**src/rtl/lamp_sequence_scheduler.sv**
```systemverilog
// lamp_sequence_scheduler: single-clock sequencer for the lamp-pattern datapath.
// A free-running prescaler issues rate-selectable ticks; a mode FSM steps the
// selected pattern (OFF / CHASE / HAZARD / WALK) on each tick. Mode changes
// arrive over a valid/ready handshake and are applied only at sequence
// boundaries, so a sweep is never cut short.
// Optional feature macro: BRAKE_EN (adds the brake input, which forces all
// lamps on and freezes the sequence while held).

module lamp_sequence_scheduler #(
  parameter int PRESCALE_W = 13,
  parameter int NLAMP      = 6
) (
  input  logic             clk,
  input  logic             rst,
  input  logic [1:0]       rate_sel,
  input  logic             pause,
  input  logic [1:0]       mode_req,
  input  logic             mode_valid,
  output logic             mode_ready,
  output logic [NLAMP-1:0] lamps,
  output logic             tick,
  output logic [3:0]       phase,
  output logic             busy
`ifdef BRAKE_EN
  ,
  input  logic             brake
`endif
);

  typedef enum logic [1:0] {
    MODE_OFF    = 2'd0,
    MODE_CHASE  = 2'd1,
    MODE_HAZARD = 2'd2,
    MODE_WALK   = 2'd3
  } mode_t;

  logic [PRESCALE_W-1:0] presc_q;
  logic [PRESCALE_W-1:0] term_mask;
  logic                  brake_i;
  logic                  hold;
  logic                  term;
  logic                  boundary;
  logic                  apply;
  logic                  accept;

  mode_t                 mode_q, mode_d;
  logic [3:0]            phase_q, phase_d;
  logic                  pend_valid_q, pend_valid_d;
  mode_t                 pend_mode_q, pend_mode_d;
  logic [NLAMP-1:0]      lamps_q, lamps_d;
  logic                  tick_q;

`ifdef BRAKE_EN
  assign brake_i = brake;
`else
  assign brake_i = 1'b0;
`endif

  // Last phase index of each mode's sequence; reaching it on a tick is a boundary.
  function automatic logic [3:0] last_phase(input mode_t m);
    case (m)
      MODE_CHASE:  last_phase = 4'(2 * NLAMP - 1);
      MODE_HAZARD: last_phase = 4'd1;
      MODE_WALK:   last_phase = 4'(NLAMP - 1);
      default:     last_phase = 4'd0;
    endcase
  endfunction

  // Lamp pattern for a given mode and phase.
  function automatic logic [NLAMP-1:0] pattern(input mode_t m, input logic [3:0] p);
    logic [NLAMP-1:0] v;
    v = '0;
    for (int i = 0; i < NLAMP; i++) begin
      case (m)
        MODE_CHASE: begin
          if (int'(p) <= NLAMP) v[i] = (i < int'(p));
          else                  v[i] = (i >= int'(p) - NLAMP);
        end
        MODE_HAZARD: v[i] = (p == 4'd1);
        MODE_WALK:   v[i] = (int'(p) == i);
        default:     v[i] = 1'b0;
      endcase
    end
    return v;
  endfunction

  // Brake behaves like pause for the prescaler and the sequence.
  assign hold      = pause | brake_i;
  // Terminal count: low (PRESCALE_W - rate_sel) bits all ones.
  assign term_mask = {PRESCALE_W{1'b1}} >> rate_sel;
  assign term      = !hold && ((presc_q & term_mask) == term_mask);
  assign boundary  = term && (phase_q == last_phase(mode_q));

  // Handshake: a request transfers on a cycle where mode_valid and mode_ready
  // are both high; mode_ready is low exactly while a request is pending, and
  // the requester must hold mode_req stable while mode_valid is high.
  assign accept    = mode_valid && !pend_valid_q;
  // From OFF a pending request applies at once; otherwise only at a boundary.
  // The accept and apply never coincide because apply needs a pending request.
  assign apply     = pend_valid_q && !brake_i && ((mode_q == MODE_OFF) || boundary);

  // Next-state logic for mode, phase, pending slot and lamp drive.
  always_comb begin
    mode_d       = mode_q;
    phase_d      = phase_q;
    pend_valid_d = pend_valid_q;
    pend_mode_d  = pend_mode_q;
    if (apply) begin
      mode_d       = pend_mode_q;
      phase_d      = 4'd0;
      pend_valid_d = 1'b0;
    end else if (term) begin
      phase_d = (phase_q == last_phase(mode_q)) ? 4'd0 : phase_q + 4'd1;
    end
    if (accept) begin
      pend_valid_d = 1'b1;
      pend_mode_d  = mode_t'(mode_req);
    end
    lamps_d = brake_i ? {NLAMP{1'b1}} : pattern(mode_d, phase_d);
  end

  // State registers; reset overrides pause and brake.
  always_ff @(posedge clk) begin
    if (rst) begin
      presc_q      <= '0;
      mode_q       <= MODE_OFF;
      phase_q      <= 4'd0;
      pend_valid_q <= 1'b0;
      pend_mode_q  <= MODE_OFF;
      lamps_q      <= '0;
      tick_q       <= 1'b0;
    end else begin
      presc_q      <= hold ? presc_q : presc_q + 1'b1;
      mode_q       <= mode_d;
      phase_q      <= phase_d;
      pend_valid_q <= pend_valid_d;
      pend_mode_q  <= pend_mode_d;
      lamps_q      <= lamps_d;
      tick_q       <= term;
    end
  end

  assign lamps      = lamps_q;
  assign phase      = phase_q;
  assign tick       = tick_q;
  assign mode_ready = !pend_valid_q;
  assign busy       = (mode_q != MODE_OFF) || pend_valid_q;

endmodule
```
**config.mk**
```make
export PLATFORM = sky130hd
export DESIGN_NAME = lamp_sequence_scheduler
export DESIGN_NICKNAME = d
export VERILOG_FILES = /design/src/rtl/lamp_sequence_scheduler.sv
export SDC_FILE = /design/constraint.sdc
export NUM_CORES = 1
export LEC_CHECK = 0
export ABC_AREA = 1
export BUFFER_PORTS_ARGS = -buffer_cell sky130_fd_sc_hd__buf_2
export CORE_AREA = 5 5 70 72
export CTS_BUF_LIST = sky130_fd_sc_hd__clkbuf_4
export DETAILED_ROUTE_END_ITERATION = 7
export DIE_AREA = 0 0 75 77
export HOLD_SLACK_MARGIN = 0.06
export PLACE_DENSITY_LB_ADDON = 0.12
export SLEW_MARGIN = 10
export SYNTH_ARGS = -nofsm -noshare
export SYNTH_HDL_FRONTEND = slang
export SYNTH_SLANG_ARGS = --single-unit
```
**constraint.sdc**
```tcl
create_clock -name clk -period 9.25 [get_ports clk]
set_clock_uncertainty 0.1 [all_clocks]
set_input_delay 1.3875 -clock clk [delete_from_list [all_inputs] [get_ports clk]]
set_output_delay 1.3875 -clock clk [all_outputs]
set_load 0.02 [all_outputs]
```
After elaboration in Yosys (flattened, before gate mapping):

Index checks and enable logic that the tools add are counted.

* add/sub/neg operators: 3
* $lt $le $gt $ge: 13
* equal/unequal tests: 15
* shift-type cells: 1
* mux-type cells: 21
* bitwise logic cells: 1
* reductions and logical operators: 12

Operators with widths (count)
* 2-to-1 mux 4 bit: 5
* case mux 1 bit (3 select lines): 6
* adder 13 x 1 -> 13 bit (second input constant): 1
* bitwise AND 13 bit: 1
* == test 13 bit: 1
* >> shifter 13 x 2 -> 13 bit (first input constant): 1
* case mux 4 bit (3 select lines): 1
* >= comparator 3 x 5 -> 1 bit (first input constant): 2
* >= comparator 4 x 5 -> 1 bit (first input constant): 2
* == test 2 bit (second input constant): 4
* == test 4 x 3 -> 1 bit (second input constant): 2
* == test 4 bit: 2
* == test 4 bit (second input constant): 2
* less-than comparator 1 x 4 -> 1 bit (first input constant): 2
* less-than comparator 2 x 4 -> 1 bit (first input constant): 2
* less-than comparator 3 x 4 -> 1 bit (first input constant): 2
* 2-to-1 mux 1 bit: 8
* >= comparator 1 x 5 -> 1 bit (first input constant): 1
* >= comparator 2 x 5 -> 1 bit (first input constant): 1
* subtractor 4 x 3 -> 5 bit (second input constant): 1
* adder 4 x 1 -> 4 bit (second input constant): 1
* == test 2 x 1 -> 1 bit (second input constant): 2
* == test 4 x 1 -> 1 bit (second input constant): 1
* == test 4 x 2 -> 1 bit (second input constant): 1
* 8 further kinds: 14

* register bits: 29
* input port bits: 8
* output and inout bits: 13

Logic depth before layout (Yosys ltp):

* depth in word-level cells: 16
* gate-level depth with buffers: 26
* gate-level depth less buffers: 25

Least setup slack after synthesis:

OpenSTA, ideal clock, no wires.

* path kind: input to register
* start point: input pause
* end point: register lamps_q[0] (netlist: lamps[0])
* arrival: 3.901 ns
* data required time: 9.020 ns
* slack: 5.119 ns
* stages: 24
* path buffers: 0
* path through: inv_2 > nand3_2 > nor2_4 > nand3_2 > nor2_4 > nand2_2 > nand2_2 > nand2_4 > nand2_2 > inv_1 > ha_1 > ha_1 > nor2_1 > nand4_1 > inv_1 > ha_1 > inv_1 > nand3_1 > nand2_1 > inv_1 > nand2_1 > nand3_1 > nand2_1 > a21oi_1

* word-level cells in the longest chain between the ends: 10

RTL lines
* from (decl): RTL line 16 `input logic pause,`
* logical NOT 1 bit *: RTL line 91 `assign term = !hold && ((presc_q & term_mask) == term_mask);`
* logical AND 1 bit *: RTL line 91
* logical AND 1 bit: RTL line 92 `assign boundary = term && (phase_q == last_phase(mode_q));`
* logical OR 1 bit: RTL line 100 `assign apply = pend_valid_q && !brake_i && ((mode_q == MODE_OFF) || boundary);`
* logical AND 1 bit: RTL line 100
* 2-to-1 mux 4 bit *: RTL line 108 `if (apply) begin`
* via phase_d[1]: RTL line 47 `logic [3:0] phase_q, phase_d;`
* subtractor 4 x 3 -> 5 bit: RTL line 77 `else v[i] = (i >= int'(p) - NLAMP);`
* >= comparator 1 x 5 -> 1 bit: RTL line 77
* 2-to-1 mux 1 bit: RTL line 76 `if (int'(p) <= NLAMP) v[i] = (i < int'(p));`
* case mux 1 bit (3 select lines) *: RTL line 74 `case (m)`
* to (signal assigned): RTL line 138 `lamps_q <= lamps_d;`
* to (decl): RTL line 50 `logic [NLAMP-1:0] lamps_q, lamps_d;`

Mark *: on every way through the listed nets, which the timed path passes. The rest lies on a longest branch.
A chain may end at the register's enable or synchronous reset.

Final worst setup path:

Same ends and word-level chain as after synthesis.

==> results.txt <==
Tightest Pin Transition: 0.382 ns
internal power: 192 uW
Cells after Synth: 308
pin count of the biggest net entering global routing: 15
Reg area: 581 um^2
initial antenna violation count: 0
# diodes: 0
H-tree Lvls: 2
# Post-CTS Setup Buffers: 0
most used cell, CP: inv_1
# DRC: 0
Clock transition at path regs: 0.09 ns
Sw Share: 26.1%
Slew HR: 74.5%
final period utilization: 47.1%
syn_area_per_cell: 6.47 um^2
post-synth cell types: 31
Core Util, Final: 52.0%
drt total wl: 4500 um
post-synth net total: 325
CTS root buf: clkbuf_4
# clock sinks: 29
Tot Pwr: 260 uW
multi-input logic area: 1190 um^2
delay-heaviest family, CP: simple AND/OR/NAND/NOR gates
Logic pwr share: 11.9%
area of the mapped netlist: 1990 um^2
commonest non-fill, non-tap cells in the layout: nand2_1 (70), inv_1 (43), nor2_1 (40)
grt total ovfl: 0
worst reg2reg path depth: 24
Reg2Reg Setup Slack: 5.57 ns
Reg-to-Reg End: lamps[0]$_SDFF_PP0_
Crit-path slowest cell: ha_1
Nets: 347
share of cells above drive strength 1: 17.9%
Hold WC Path Type: flip-flop to flip-flop
row count: 24
Max Cap Viol: 0
max incr delay on CP: 0.31 ns
sequential share of power: 50.3%
worst vdd ir: 0.0619 mV
DP Cell Count: 375
worst skew pair latency: 0.33 ns
Critical Path Source Type: input port
number of port buffers: 20
top cells by area, synth: dfxtp_1 (29%), nand2_1 (13%), inv_1 (8.1%)
Crit path depth: 25
vias: 1881
Num CTS Buffers: 5
Die Ht: 77 um
dpl hpwl: 3490 um
Req. time, crit path: 9.35 ns
global-route wire length before repair: 7850 um
vias in the first global route: 1705
Vias/cell: 4.92
Die X: 75 um
Layout Cells excl Fill: 382
IO Pins: 21
CTS max path bufs: 2
Area after DPL: 2130 um^2
Max FO, Critical Path: 10
commonest non-fill, non-tap cell in the layout: nand2_1
cell taking the most area after synthesis: dfxtp_1
gr usage total: 17.1%
area share of the largest cell type after synthesis: 29.1%
final hold vios: 0
Net Sw Power: 68.0 uW
WP data arrival: 4.46 ns
Final setup viols: 0
minimum clock period: 4.35 ns
fin. max-slew vios: 0
Initial Util: 47.1%
antenna-violating nets left: 0
Setup TNS: 0 ns
Leak Pwr: 1.01 nW
status: finished, final reports clean
Reg-to-Reg Start: presc_q[0]$_SDFFE_PP0N_
global placement routability congestion: 0.894
critical setup path kind: input port to flip-flop
yosys warns: 0
Worst Setup End Kind: flip-flop
fillcell total: 422
fin area: 2200 um^2
Avg WL per Cell: 11.8 um
CTS tree: built
Area growth syn-to-layout: 10.4%
total core area: 4230 um^2
Buf+Inv Stages, Crit Path: 6
RSZ-0062 raised after global routing: no
DRT Pass-1 Iters: 5
Die ar.: 5780 um^2
Seq cells post-synth: 29
crit path from: pause
PostCTS Resize Cnt: 0
Clock Power Share: 37.8%
DRT iter0 DRCs: 88
f_max: 230 MHz
Critical Path Sink: lamps[0]$_SDFF_PP0_
number of hold buffers added after cts: 0
sequential share of the synthesized area: 29.1%
pwr dens: 118 nW/um^2
==> worst min-delay path by stage <==
stage,startpoint,endpoint,slack (ns),cells after the start
final,presc_q[9]$_SDFFE_PP0N_,presc_q[9]$_SDFFE_PP0N_,0.36,2
after global placement,presc_q[9]$_SDFFE_PP0N_,presc_q[9]$_SDFFE_PP0N_,0.35,2
after CTS,presc_q[9]$_SDFFE_PP0N_,presc_q[9]$_SDFFE_PP0N_,0.36,2
after detailed placement,presc_q[9]$_SDFFE_PP0N_,presc_q[9]$_SDFFE_PP0N_,0.35,2
after floorplan,presc_q[9]$_SDFFE_PP0N_,presc_q[9]$_SDFFE_PP0N_,0.33,2
after global routing,presc_q[9]$_SDFFE_PP0N_,presc_q[9]$_SDFFE_PP0N_,0.38,2
==> final cells by class <==
class                           count  share of cell area (%)
Timing Repair Buffer               20                    4.55
Inverter                           49                    8.58
Clock buffer                        5                    1.71
Clock inverter                      2                    1.59
Sequential cell                    29                    26.4
Multi-Input combinational cell    225                    54.2
Tap cell                           52                    2.96
==> registers in the layout (all words and copies together) (netlist names) <==
signal / count
presc_q: 13
tick: 1
pend_valid_q: 1
phase: 4
lamps: 6
mode_q: 2
pend_mode_q: 2
==> power by group through the flow <==
stage	logic (mW)	clock network, mW	registers, mW
after floorplan	0.0241	0	0.133
after global placement	0.0309	0	0.134
after detailed placement	0.0309	0	0.134
after CTS	0.0311	0.103	0.131
after global routing	0.0349	0.110	0.131
final	0.0310	0.0983	0.131
==> per-stage QoR <==
stage	hold slack, ns	setup slack [ns]
floorplan	0.335	5.12
global placement	0.352	4.73
detailed placement	0.346	4.59
CTS	0.361	4.94
global route	0.381	4.61
finish	0.361	4.90
==> cells in the mapped netlist <==
cell and n:
inv_2 5, clkbuf_2 1, dlymetal6s2s_1 1, a21oi_1 20, clkbuf_1 2, nor2_1 40, inv_1 43, nand2_1 70
nor2_2 1, nand3_2 3, o21ai_0 16, o21bai_1 2, a31oi_1 2, nand3_1 25, nor3_1 7, ha_1 9
buf_2 1, nand2_4 4, a21oi_4 1, nand4_1 6, inv_6 1, nor3_2 1, nor2_4 4, o221a_2 1
nand2_2 6, o21ai_2 2, or2_2 2, a21boi_0 1, o21a_1 1, o21ai_4 1, dfxtp_1 29
==> cells by family after synthesis <==
| logic type | after synthesis | share of synthesized area [%] |
|---|---|---|
| AOI/OAI and AO/OA | 47 | 14.3 |
| adders and majority gates | 9 | 5.65 |
| buffers and inverters | 54 | 11.0 |
| DFF | 29 | 29.1 |
| and+or+nand+nor | 169 | 40.0 |
==> metal layers <==
| metal | vias up | share of wire [%] | track usage, % |
|---|---|---|---|
| li1 | 1031 | - | - |
| met1 | 819 | 50 | 23.6 |
| met2 | 27 | 45 | 26.0 |
| met3 | 4 | 3.1 | 4.31 |
| met4 | 0 | 1.2 | 4.80 |
| met5 | - | 0 | 0 |
==> worst min-delay path, delay by kind of cell (launching register included) <==
kind	cells	cell delay, ns
DFF	1	0.33
buffers and inverters	1	0.05
AOI/OAI and AO/OA	1	0.05
(Power assumes the default switching activity.)
